`src/rtl/nvic_pkg.sv`:
```
// Shared constants, state encoding and vector helpers for the interrupt service controller.
package nvic_pkg;

  localparam int NUM_SRC = 11;
  localparam int VEC_W   = 4;

  localparam logic [VEC_W-1:0] VEC_NONE = '0;

  typedef enum logic [1:0] {
    IDLE    = 2'd0,
    REQ     = 2'd1,
    SERVICE = 2'd2
  } state_t;

  // A vector names a real source only when it lies in 1..NUM_SRC.
  function automatic logic vec_valid(input logic [VEC_W-1:0] v);
    return (v != VEC_NONE) && (int'(v) <= NUM_SRC);
  endfunction

endpackage

```
`src/rtl/nvic_vec_decoder.sv`:
```
// Vector to one-hot decoder; produces the pending-clear vector for the serviced source.
module nvic_vec_decoder
  import nvic_pkg::*;
(
  input  logic               i_en,
  input  logic [VEC_W-1:0]   i_vec,
  output logic [NUM_SRC-1:0] o_onehot
);

  // Vector k lights bit k-1; zero and out-of-range vectors decode to nothing.
  always_comb begin
    o_onehot = '0;
    for (int k = 0; k < NUM_SRC; k++) begin
      o_onehot[k] = i_en && (i_vec == VEC_W'(k + 1));
    end
  end

endmodule

```
`src/rtl/nvic_service_ctrl.sv`:
```
// Core-side interrupt service controller: edge capture, masking, request/ack
// handshake with the core and in-service tracking until return-from-interrupt.
//
// state   | meaning
// IDLE    | no request outstanding; arbitrates on the encoder vector
// REQ     | vector presented to the core, waiting for ack (o_irq = 1)
// SERVICE | handler running, waiting for reti (o_busy = 1)
module nvic_service_ctrl
  import nvic_pkg::*;
(
  input  logic               i_clk,
  input  logic               i_rst,
  input  logic [NUM_SRC-1:0] i_irqLine,
  input  logic               i_maskWr,
  input  logic [NUM_SRC-1:0] i_maskData,
  input  logic [VEC_W-1:0]   i_encVal,
  input  logic               i_gie,
  input  logic               i_ack,
  input  logic               i_reti,
  output logic [NUM_SRC-1:0] o_pend,
  output logic [NUM_SRC-1:0] o_mask,
  output logic               o_irq,
  output logic [VEC_W-1:0]   o_vec,
  output logic               o_busy
);

  state_t             r_state;
  state_t             w_state_nxt;
  logic [VEC_W-1:0]   r_vec;
  logic [VEC_W-1:0]   w_vec_nxt;
  logic [NUM_SRC-1:0] r_pend;
  logic [NUM_SRC-1:0] r_prev;
  logic [NUM_SRC-1:0] r_mask;
  logic [NUM_SRC-1:0] w_set;
  logic [NUM_SRC-1:0] w_clr;
  logic               w_clr_en;

  assign w_set    = i_irqLine & ~r_prev;
  assign w_clr_en = (r_state == REQ) && i_ack;

  nvic_vec_decoder u_clr_dec (
    .i_en     (w_clr_en),
    .i_vec    (r_vec),
    .o_onehot (w_clr)
  );

  // Latch rising edges as pending; a new edge outranks a same-cycle clear.
  always_ff @(posedge i_clk or posedge i_rst) begin
    if (i_rst) begin
      r_prev <= '0;
      r_pend <= '0;
    end else begin
      r_prev <= i_irqLine;
      r_pend <= (r_pend & ~w_clr) | w_set;
    end
  end

  // Enable mask register; only gates what the encoder sees.
  always_ff @(posedge i_clk or posedge i_rst) begin
    if (i_rst) begin
      r_mask <= '0;
    end else if (i_maskWr) begin
      r_mask <= i_maskData;
    end
  end

  // Handshake state and presented vector.
  always_ff @(posedge i_clk or posedge i_rst) begin
    if (i_rst) begin
      r_state <= IDLE;
      r_vec   <= VEC_NONE;
    end else begin
      r_state <= w_state_nxt;
      r_vec   <= w_vec_nxt;
    end
  end

  // Next-state logic; the vector is frozen from REQ entry until we return to IDLE.
  always_comb begin
    w_state_nxt = r_state;
    w_vec_nxt   = r_vec;
    unique case (r_state)
      IDLE: begin
        if (i_gie && vec_valid(i_encVal)) begin
          w_state_nxt = REQ;
          w_vec_nxt   = i_encVal;
        end
      end
      REQ: begin
        if (i_ack) begin
          w_state_nxt = SERVICE;
        end else if (!i_gie) begin
          w_state_nxt = IDLE;
          w_vec_nxt   = VEC_NONE;
        end
      end
      SERVICE: begin
        if (i_reti) begin
          w_state_nxt = IDLE;
          w_vec_nxt   = VEC_NONE;
        end
      end
      default: begin
        w_state_nxt = IDLE;
        w_vec_nxt   = VEC_NONE;
      end
    endcase
  end

  assign o_pend = r_pend & r_mask;
  assign o_mask = r_mask;
  assign o_irq  = (r_state == REQ);
  assign o_busy = (r_state == SERVICE);
  assign o_vec  = r_vec;

endmodule
```
`config.mk`:
```
export PLATFORM = sky130hd
export DESIGN_NAME = nvic_service_ctrl
export DESIGN_NICKNAME = d
export VERILOG_FILES = /design/src/rtl/nvic_pkg.sv /design/src/rtl/nvic_vec_decoder.sv /design/src/rtl/nvic_service_ctrl.sv
export SDC_FILE = /design/constraint.sdc
export NUM_CORES = 1
export LEC_CHECK = 0
export CORE_AREA = 2 2 66 68
export DETAILED_ROUTE_END_ITERATION = 6
export DIE_AREA = 0 0 68 70
export GPL_TIMING_DRIVEN = 0
export PLACE_DENSITY_LB_ADDON = 0.25
export SYNTH_ARGS = -nofsm -noshare
export SYNTH_HDL_FRONTEND = slang
export SYNTH_SLANG_ARGS = --single-unit
```
`constraint.sdc`:
```
create_clock -name i_clk -period 1.4 [get_ports i_clk]
set_input_delay 0.14 -clock i_clk [delete_from_list [all_inputs] [get_ports i_clk]]
set_output_delay 0.14 -clock i_clk [all_outputs]
set_load 0.02 [all_outputs]
```
==> reports/metrics.cfg, run 1 <==
[detailed_routing]
routed_wl_um = 3400
vias_per_cell = 4.81
num_vias = 1188
ant_nets = 0
routedWlPerCell_um = 13.8
drc_errors = 0
dr.pass1.iters = 4
drt_first_iter_violations = 29

[synthesis]
yosys_most_used_dff = dfrtp_1
async_flop_share_pct = 100
ys_ff_latch = 39
synth-edff-count = 0
yosys.area.top_type_share_pct = 63.3
synthesis.nets = 155
synth-seq-area-share_pct = 63.3
synthTopCellsByArea = dfrtp_1 63%, mux2_2 8.0%, o21ai_0 6.8%
ys_top_cells_by_count = 39 x dfrtp_1, 21 x o21ai_0, 12 x inv_1, 11 x and2_1, 11 x mux2_2
ys_warn_count = 0
syn_area_per_cell_um2 = 12.5
synth_largest_area_cell = dfrtp_1
yosysMostFrequentCell = dfrtp_1
synth_cells = 123
synth.distinct_cells = 21
syn_area_um2 = 1540

[finish]
fin_area_um2 = 2300
fin_nets = 226
fillers = 367
drive_gt1_share_pct = 19.5
antenna_cells = 0
area_growth_pct = 49.2

[sta]
hold_viol_final = 0
final-setup-viol-count = 0
post-route-period-util_pct = 98.0
fin_skew_ns = 0.00517
finalWorstSetupSlack_ns = 0.0276
relSlewSlack_pct = 48.0
finalCriticalPeriod_ns = 1.37
max_freq_mhz = 729
rsz0062_at_grt = false
tightest_slew_ns = 0.779
report.final.slew_viol_count = 0

[floorplan]
ioPinCount = 60
core_um2 = 4140
die_y_um = 70
dieArea_um2 = 4760
die_w_um = 68
initial_core_util_pct = 37.2
rows = 24

[critical_path]
worstPathBufferInverterCount = 1
cp.required_ns = 1.62
path_delay_family = simple AND/OR/NAND/NOR gates
crit_chain = dlygate4sd2_1 -> or4_4 -> and3_4 -> o311ai_4 -> a22o_2
critPathArrivalTime_ns = 1.60
cp_slowest_cell = or4_4
reg2reg_to = o_vec[2]$_DFFE_PP0P_
worst_r2r_startpoint = r_state[0]$_DFFE_PP0P_
critical_path.max_fanout = 3
startpoint_type = input pin
rr_worst_depth = 4
r2r_slack_ns = 0.09
endpoint_kind = flip-flop
cpPeakStageDelay_ns = 0.54
path_class = input pin to flip-flop

[clocking]
cts_buffers = 5
cts_tree = yes
cts_root_buf = clkbuf_8
cts_hold_buf = 0
cts.sinks = 39
clk_path_buf_depth = 2
h-tree-depth = 2
clk_pin_slew_ns = 0.06
clk_latency_ns = 0.28

[power]
total_leakage_power_nw = 1.02
finalPower_mw = 2.77
ir_drop_v = 0.000613
pwr-share-clk_pct = 25.7
swShare_pct = 29.7
p_seq_share_pct = 48.3
p_comb_share_pct = 26.0
p_switching_uw = 822
p_int_mw = 1.94
power_density_nw_per_um2 = 1200

[min_path]
hp-start = i_encVal[0]
min_path_cells = 2
min_to = o_vec[0]$_DFFE_PP0P_
min_path_type = input pin to flip-flop

[placed_design]
pre_cts_slack_ns = -0.454
gp_congestion = 0.768
placed_area_um2 = 2210
dp_hpwl_um = 2520
numPortBuffers = 59

[global_route]
grt-ovfl-total = 0
grt_max_degree = 40
grt_pass1_wl_um = 5690
antenna_found_initial = 0
grt_pass1_vias = 1204
gr-usage-all-layers_pct = 16.2

[run]
cap_violations = 0

[run_status]
outcome = finished, final reports clean

[placed cells by master (no fill, tap or decap), drive strengths merged]
cell	count
dfrtp	39
dlygate4sd2	29
clkdlybuf4s50	27
o21ai	21
inv	12
and2	11
mux2	11
clkbuf	9
nand2	5
buf	5
nand2b	3
a22o	3
o31ai	3
nor2b	3
nand4b	2
or4	1
and3	1
o311ai	1
nand3	1
nor3	1
nand4bb	1
o22ai	1
mux2i	1
a21bo	1
clkinv	1
clkdlybuf4s15	1
dlymetal6s2s	1
[state kept, by name, indices dropped and copies added (netlist names)]
register and cells:
r_pend 11, r_state 2, r_prev 11, o_vec 4
o_mask 11
[worst reg2reg max path, stage by stage, from the launching register on]
cell      delay (ns)
dfrtp_2         0.43
nor2b_4         0.15
o21ai_1         0.17
o311ai_4        0.17
a22o_2          0.28
[per-layer routing]
layer  share of wire, %  vias to the layer above  GRT usage, %
li1                   -                      573             -
met1                 42                      571          19.7
met2                 51                       38          26.5
met3                6.1                        6          5.31
met4                1.5                        0          5.33
met5                  0                        -             0
[timing repair]
action                     4_1_cts  5_1_grt
setup endpoints to repair       42       24
buffers inserted                 4        1
pin swaps                        3        3
resized for setup               37       14
[through the flow]
stage	cells	hold slack, ns	TNS, ns	utilization [%]
after floorplan	123	0.171	0	-
after global placement	234	0.405	-20.43	53.3
after detailed placement	234	0.406	-5.66	53.3
after CTS	246	0.219	0	55.2
after global routing	247	0.241	0	55.5
final	247	0.232	0	55.5
[cell type report]
class                           instances  area (um2)  area share, %
Tap cell                               52        65.1           2.83
Clock inverter                          1        5.00          0.218
Clock buffer                            7        76.3           3.32
Multi-Input combinational cell         71         534           23.2
Timing Repair Buffer                   64         591           25.7
Inverter                               12        45.0           1.96
Buffer                                  1        5.00          0.218
Sequential cell                        39         978           42.5
[power by group through the flow]
stage	Clock [mW]	Combinational [mW]	Sequential, mW
4_1_cts	0.741	0.723	1.33
3_5_place_dp	0	0.765	1.37
3_3_place_gp	0	0.750	1.36
5_1_grt	0.798	0.779	1.35
6_report	0.711	0.720	1.33
2_1_floorplan	0	0.313	1.42
[worst max-delay path by stage]
stage / start / end / slack [ns] / cells after the start
after floorplan: r_state[0]$_DFFE_PP0P_ / o_vec[0]$_DFFE_PP0P_ / 0.05 / 4
after global placement: i_rst / r_prev[7]$_DFF_PP0_ / -0.41 / 2
after detailed placement: i_encVal[2] / o_vec[0]$_DFFE_PP0P_ / -0.45 / 5
after CTS: o_mask[2]$_DFFE_PP0P_ / o_mask[2] / 0.0002 / 1
after global routing: r_state[0]$_DFFE_PP0P_ / r_pend[10]$_DFF_PP0_ / 0.005 / 5
final: i_encVal[2] / o_vec[1]$_DFFE_PP0P_ / 0.03 / 5
[kinds of logic (layout without fill, tap and decap cells)]
group	count (synthesis)	after routing	share of synthesized area, %
and+or+nand+nor	29	29	11.9
muxes	12	12	8.69
buffers and inverters	13	85	3.17
AOI/OAI and AO/OA	30	30	13.0
DFF	39	39	63.3
Power figures use the tool's default switching activity.
==> run 2, diff against run 1 <==
- ABC_AREA: not set -> 0
==> results of run 2 <==
Final layout, timing and power as in run 1 (identical DEF).
==> run 3, diff against run 2 <==
- CORE_AREA: 2 2 66 68 -> 2 2 67 69
- DIE_AREA: 0 0 68 70 -> 0 0 69 71
- SYNTH_HIERARCHICAL: not set -> 1
==> reports/metrics.cfg, run 3 <==
[run_status]
outcome = complete, but fails checks  ; was finished, final reports clean
violations = negative setup slack

[synthesis]
synth_largest_area_cell = dfrtp_1  ; unchanged
synthesis.nets = 172  ; was 155
synth_cells = 140  ; was 123
yosys.area.top_type_share_pct = 61.4  ; was 63.3%
synth-seq-area-share_pct = 61.4  ; was 63.3%
ys_warn_count = 6  ; was 0
synth-edff-count = 0  ; unchanged
syn_area_um2 = 1590  ; was 1540 um2
synth.distinct_cells = 20  ; was 21
ys_ff_latch = 39  ; unchanged
async_flop_share_pct = 100  ; unchanged
syn_area_per_cell_um2 = 11.4  ; was 12.5 um2
yosysMostFrequentCell = dfrtp_1  ; unchanged
synthTopCellsByArea = dfrtp_1 61%, mux2_2 7.8%, inv_1 5.7%  ; was dfrtp_1 63%, mux2_2 8.0%, o21ai_0 6.8%
yosys_most_used_dff = dfrtp_1  ; unchanged
ys_top_cells_by_count = 39 x dfrtp_1, 24 x inv_1, 12 x and2_1, 11 x mux2_2, 11 x o22ai_1  ; was 39 x dfrtp_1, 21 x o21ai_0, 12 x inv_1, 11 x and2_1, 11 x mux2_2

[finish]
fin_nets = 241  ; was 226
multi_input_area_um2 = 569  ; was 534 um2
final_cell_mix = 38 x dfrtp_1, 31 x clkdlybuf4s50_1, 25 x dlygate4sd2_1, 22 x inv_1  ; was 37 x dfrtp_1, 29 x dlygate4sd2_1, 27 x clkdlybuf4s50_1, 12 x o21ai_0
final_common_cell = dfrtp_1  ; unchanged
area_growth_pct = 50.0  ; was 49.2%
fin_area_um2 = 2390  ; was 2300 um2
regArea_um2 = 977  ; was 978 um2
fillers = 373  ; was 367
fin_util_pct = 56.8  ; was 55.5%
antenna_cells = 0  ; unchanged
drive_gt1_share_pct = 19.5  ; about the same

[floorplan]
dieArea_um2 = 4900  ; was 4760 um2
initial_core_util_pct = 37.8  ; was 37.2%
ioPinCount = 60  ; unchanged
core_um2 = 4200  ; was 4140 um2
die_y_um = 71  ; was 70 um
die_w_um = 69  ; was 68 um
rows = 24  ; unchanged

[global_route]
grt_pass1_vias = 1204  ; unchanged
grt_pass1_wl_um = 5580  ; was 5690 um
grt_max_degree = 40  ; unchanged
gr-usage-all-layers_pct = 14.6  ; was 16.2%
antenna_found_initial = 0  ; unchanged
grt-ovfl-total = 0  ; unchanged

[detailed_routing]
wl_met2_um = 1790  ; was 1720 um
highest_layer = met4  ; unchanged
drc_errors = 0  ; unchanged
route.met3.wl_um = 192  ; was 206 um
routedWlPerCell_um = 13.1  ; was 13.8 um
vias_per_cell = 4.60  ; was 4.81
drt_first_iter_violations = 53  ; was 29
routed_wl_um = 3440  ; was 3400 um
dr.pass1.iters = 4  ; unchanged
ant_nets = 0  ; unchanged
num_vias = 1205  ; was 1188
wl_met1_um = 1420  ; about the same

[critical_path]
cp.required_ns = 1.57  ; was 1.62 ns
endpoint_kind = flip-flop  ; unchanged
startpoint_type = flip-flop  ; was input pin
r2r_slack_ns = -0.05  ; was 0.09 ns
path_class = flip-flop to flip-flop  ; was input pin to flip-flop
critical_path.max_fanout = 3  ; unchanged
critPathArrivalTime_ns = 1.62  ; was 1.60 ns

[clocking]
clk_latency_ns = 0.28  ; about the same
cts.sinks = 39  ; unchanged
cts_root_buf = clkbuf_8  ; unchanged
cts_tree = yes  ; unchanged
h-tree-depth = 2  ; unchanged
clk_pin_slew_ns = 0.07  ; was 0.06 ns
clk_path_buf_depth = 2  ; unchanged
cts_buffers = 5  ; unchanged

[sta]
finalCriticalPeriod_ns = 1.45  ; was 1.37 ns
finalWorstSetupSlack_ns = -0.0490  ; was 0.0276 ns
final-setup-viol-count = 3  ; was 0
relSlewSlack_pct = 47.1  ; was 48.0%
rsz0062_at_grt = true  ; was false
report.final.slew_viol_count = 0  ; unchanged
max_freq_mhz = 690  ; was 729 MHz
post-route-period-util_pct = 104  ; was 98.0%
tightest_slew_ns = 0.793  ; was 0.779 ns
hold_viol_final = 0  ; unchanged
fin_skew_ns = 0.00206  ; was 0.00517 ns
timing.hold.ws_ns = 0.321  ; was 0.232 ns

[placed_design]
gp_congestion = 0.700  ; was 0.768
numPortBuffers = 59  ; unchanged
dp_hpwl_um = 2610  ; was 2520 um
placed_area_um2 = 2260  ; was 2210 um2
pre_cts_slack_ns = -0.348  ; was -0.454 ns

[power]
ir_drop_v = 0.000848  ; was 0.000613 V
finalPower_mw = 2.97  ; was 2.77 mW
pwr-share-clk_pct = 27.1  ; was 25.7%
p_seq_share_pct = 46.6  ; was 48.3%
swShare_pct = 30.1  ; was 29.7%
total_leakage_power_nw = 1.15  ; was 1.02 nW
p_comb_share_pct = 26.3  ; was 26.0%
p_switching_uw = 892  ; was 822 uW
power_density_nw_per_um2 = 1240  ; was 1200 nW/um2
p_int_mw = 2.07  ; was 1.94 mW

[min_path]
min_path_type = input pin to async pin  ; was input pin to flip-flop

[run]
cap_violations = 0  ; unchanged

run 3: cell types whose count changed after synthesis, moves of 2 or more:
cell	change
nand3b_1	+3
o21ai_1	+4
o31ai_1	-3
a22o_2	-3
o22ai_1	+10
nand4b_1	-2
mux2i_1	+3
nor2_1	+10
inv_1	+12
o21ai_0	-19
run 3: kinds of logic (layout without fill, tap and decap cells):
kind of cell           count (synthesis)  in the layout  share of synthesized area [%]
DFF                                   39             39                           61.4
buffers and inverters                 25             95                           5.90
AOI/OAI and AO/OA                     17             17                           6.22
muxes                                 15             15                           10.3
and+or+nand+nor                       44             44                           16.2
run 3: routing by layer:
layer	vias up	track usage, %
li1	591	-
met4	0	5.88
met3	4	4.56
met5	-	0
met2	40	25.7
met1	570	16.6
run 3: cell type report:
type	instances	area share, %
sequential	39	41.0
timing repair buffer	62	24.2
multi-input combinational	76	23.9
clock buffer	8	4.20
inverter	24	3.88
tap	52	2.73
buffer	1	0.210
run 3: final timing paths:
check                      cells past startpoint                      to                    from
setup / recovery                               6     r_pend[1]$_DFF_PP0_  r_state[1]$_DFFE_PP0P_
hold / removal                                 2   o_mask[1]$_DFFE_PP0P_                   i_rst
setup reg to reg                               6     r_pend[1]$_DFF_PP0_  r_state[1]$_DFFE_PP0P_
hold reg to reg                                1     r_pend[8]$_DFF_PP0_     r_prev[8]$_DFF_PP0_
max in group asynchronous                      2  r_state[0]$_DFFE_PP0P_                   i_rst
min in group i_clk                             1     r_prev[7]$_DFF_PP0_            i_irqLine[7]
run 3: power groups by stage:
stage,Clock [mW],Combinational [mW],Sequential (mW)
2_1_floorplan,0,0.344,1.46
3_3_place_gp,0,0.814,1.39
3_5_place_dp,0,0.829,1.40
4_1_cts,0.827,0.768,1.38
5_1_grt,0.877,0.843,1.40
6_report,0.805,0.779,1.38
run 3: metrics by stage:
step / TNS (ns) / instances
floorplan: -0.0132 / 140
global placement: -19.58 / 251
detailed placement: -5.13 / 251
CTS: -0.190 / 261
global route: -0.851 / 262
finish: -0.130 / 262
run 3: worst max-delay path, cell delays in order (launching register included):
cell and delay, ns:
dfrtp_1 0.38, nand2b_4 0.16, inv_4 0.05, and2_4 0.14, or3b_4 0.42, nor2_4 0.12, o22ai_1 0.07
run 3: repair_timing:
item | CTS | global route
hold buffers | 0 | 0
setup endpoints to repair | 44 | 14
resized for setup | 32 | 11
pin swaps | 2 | 5
buffers inserted | 2 | 1
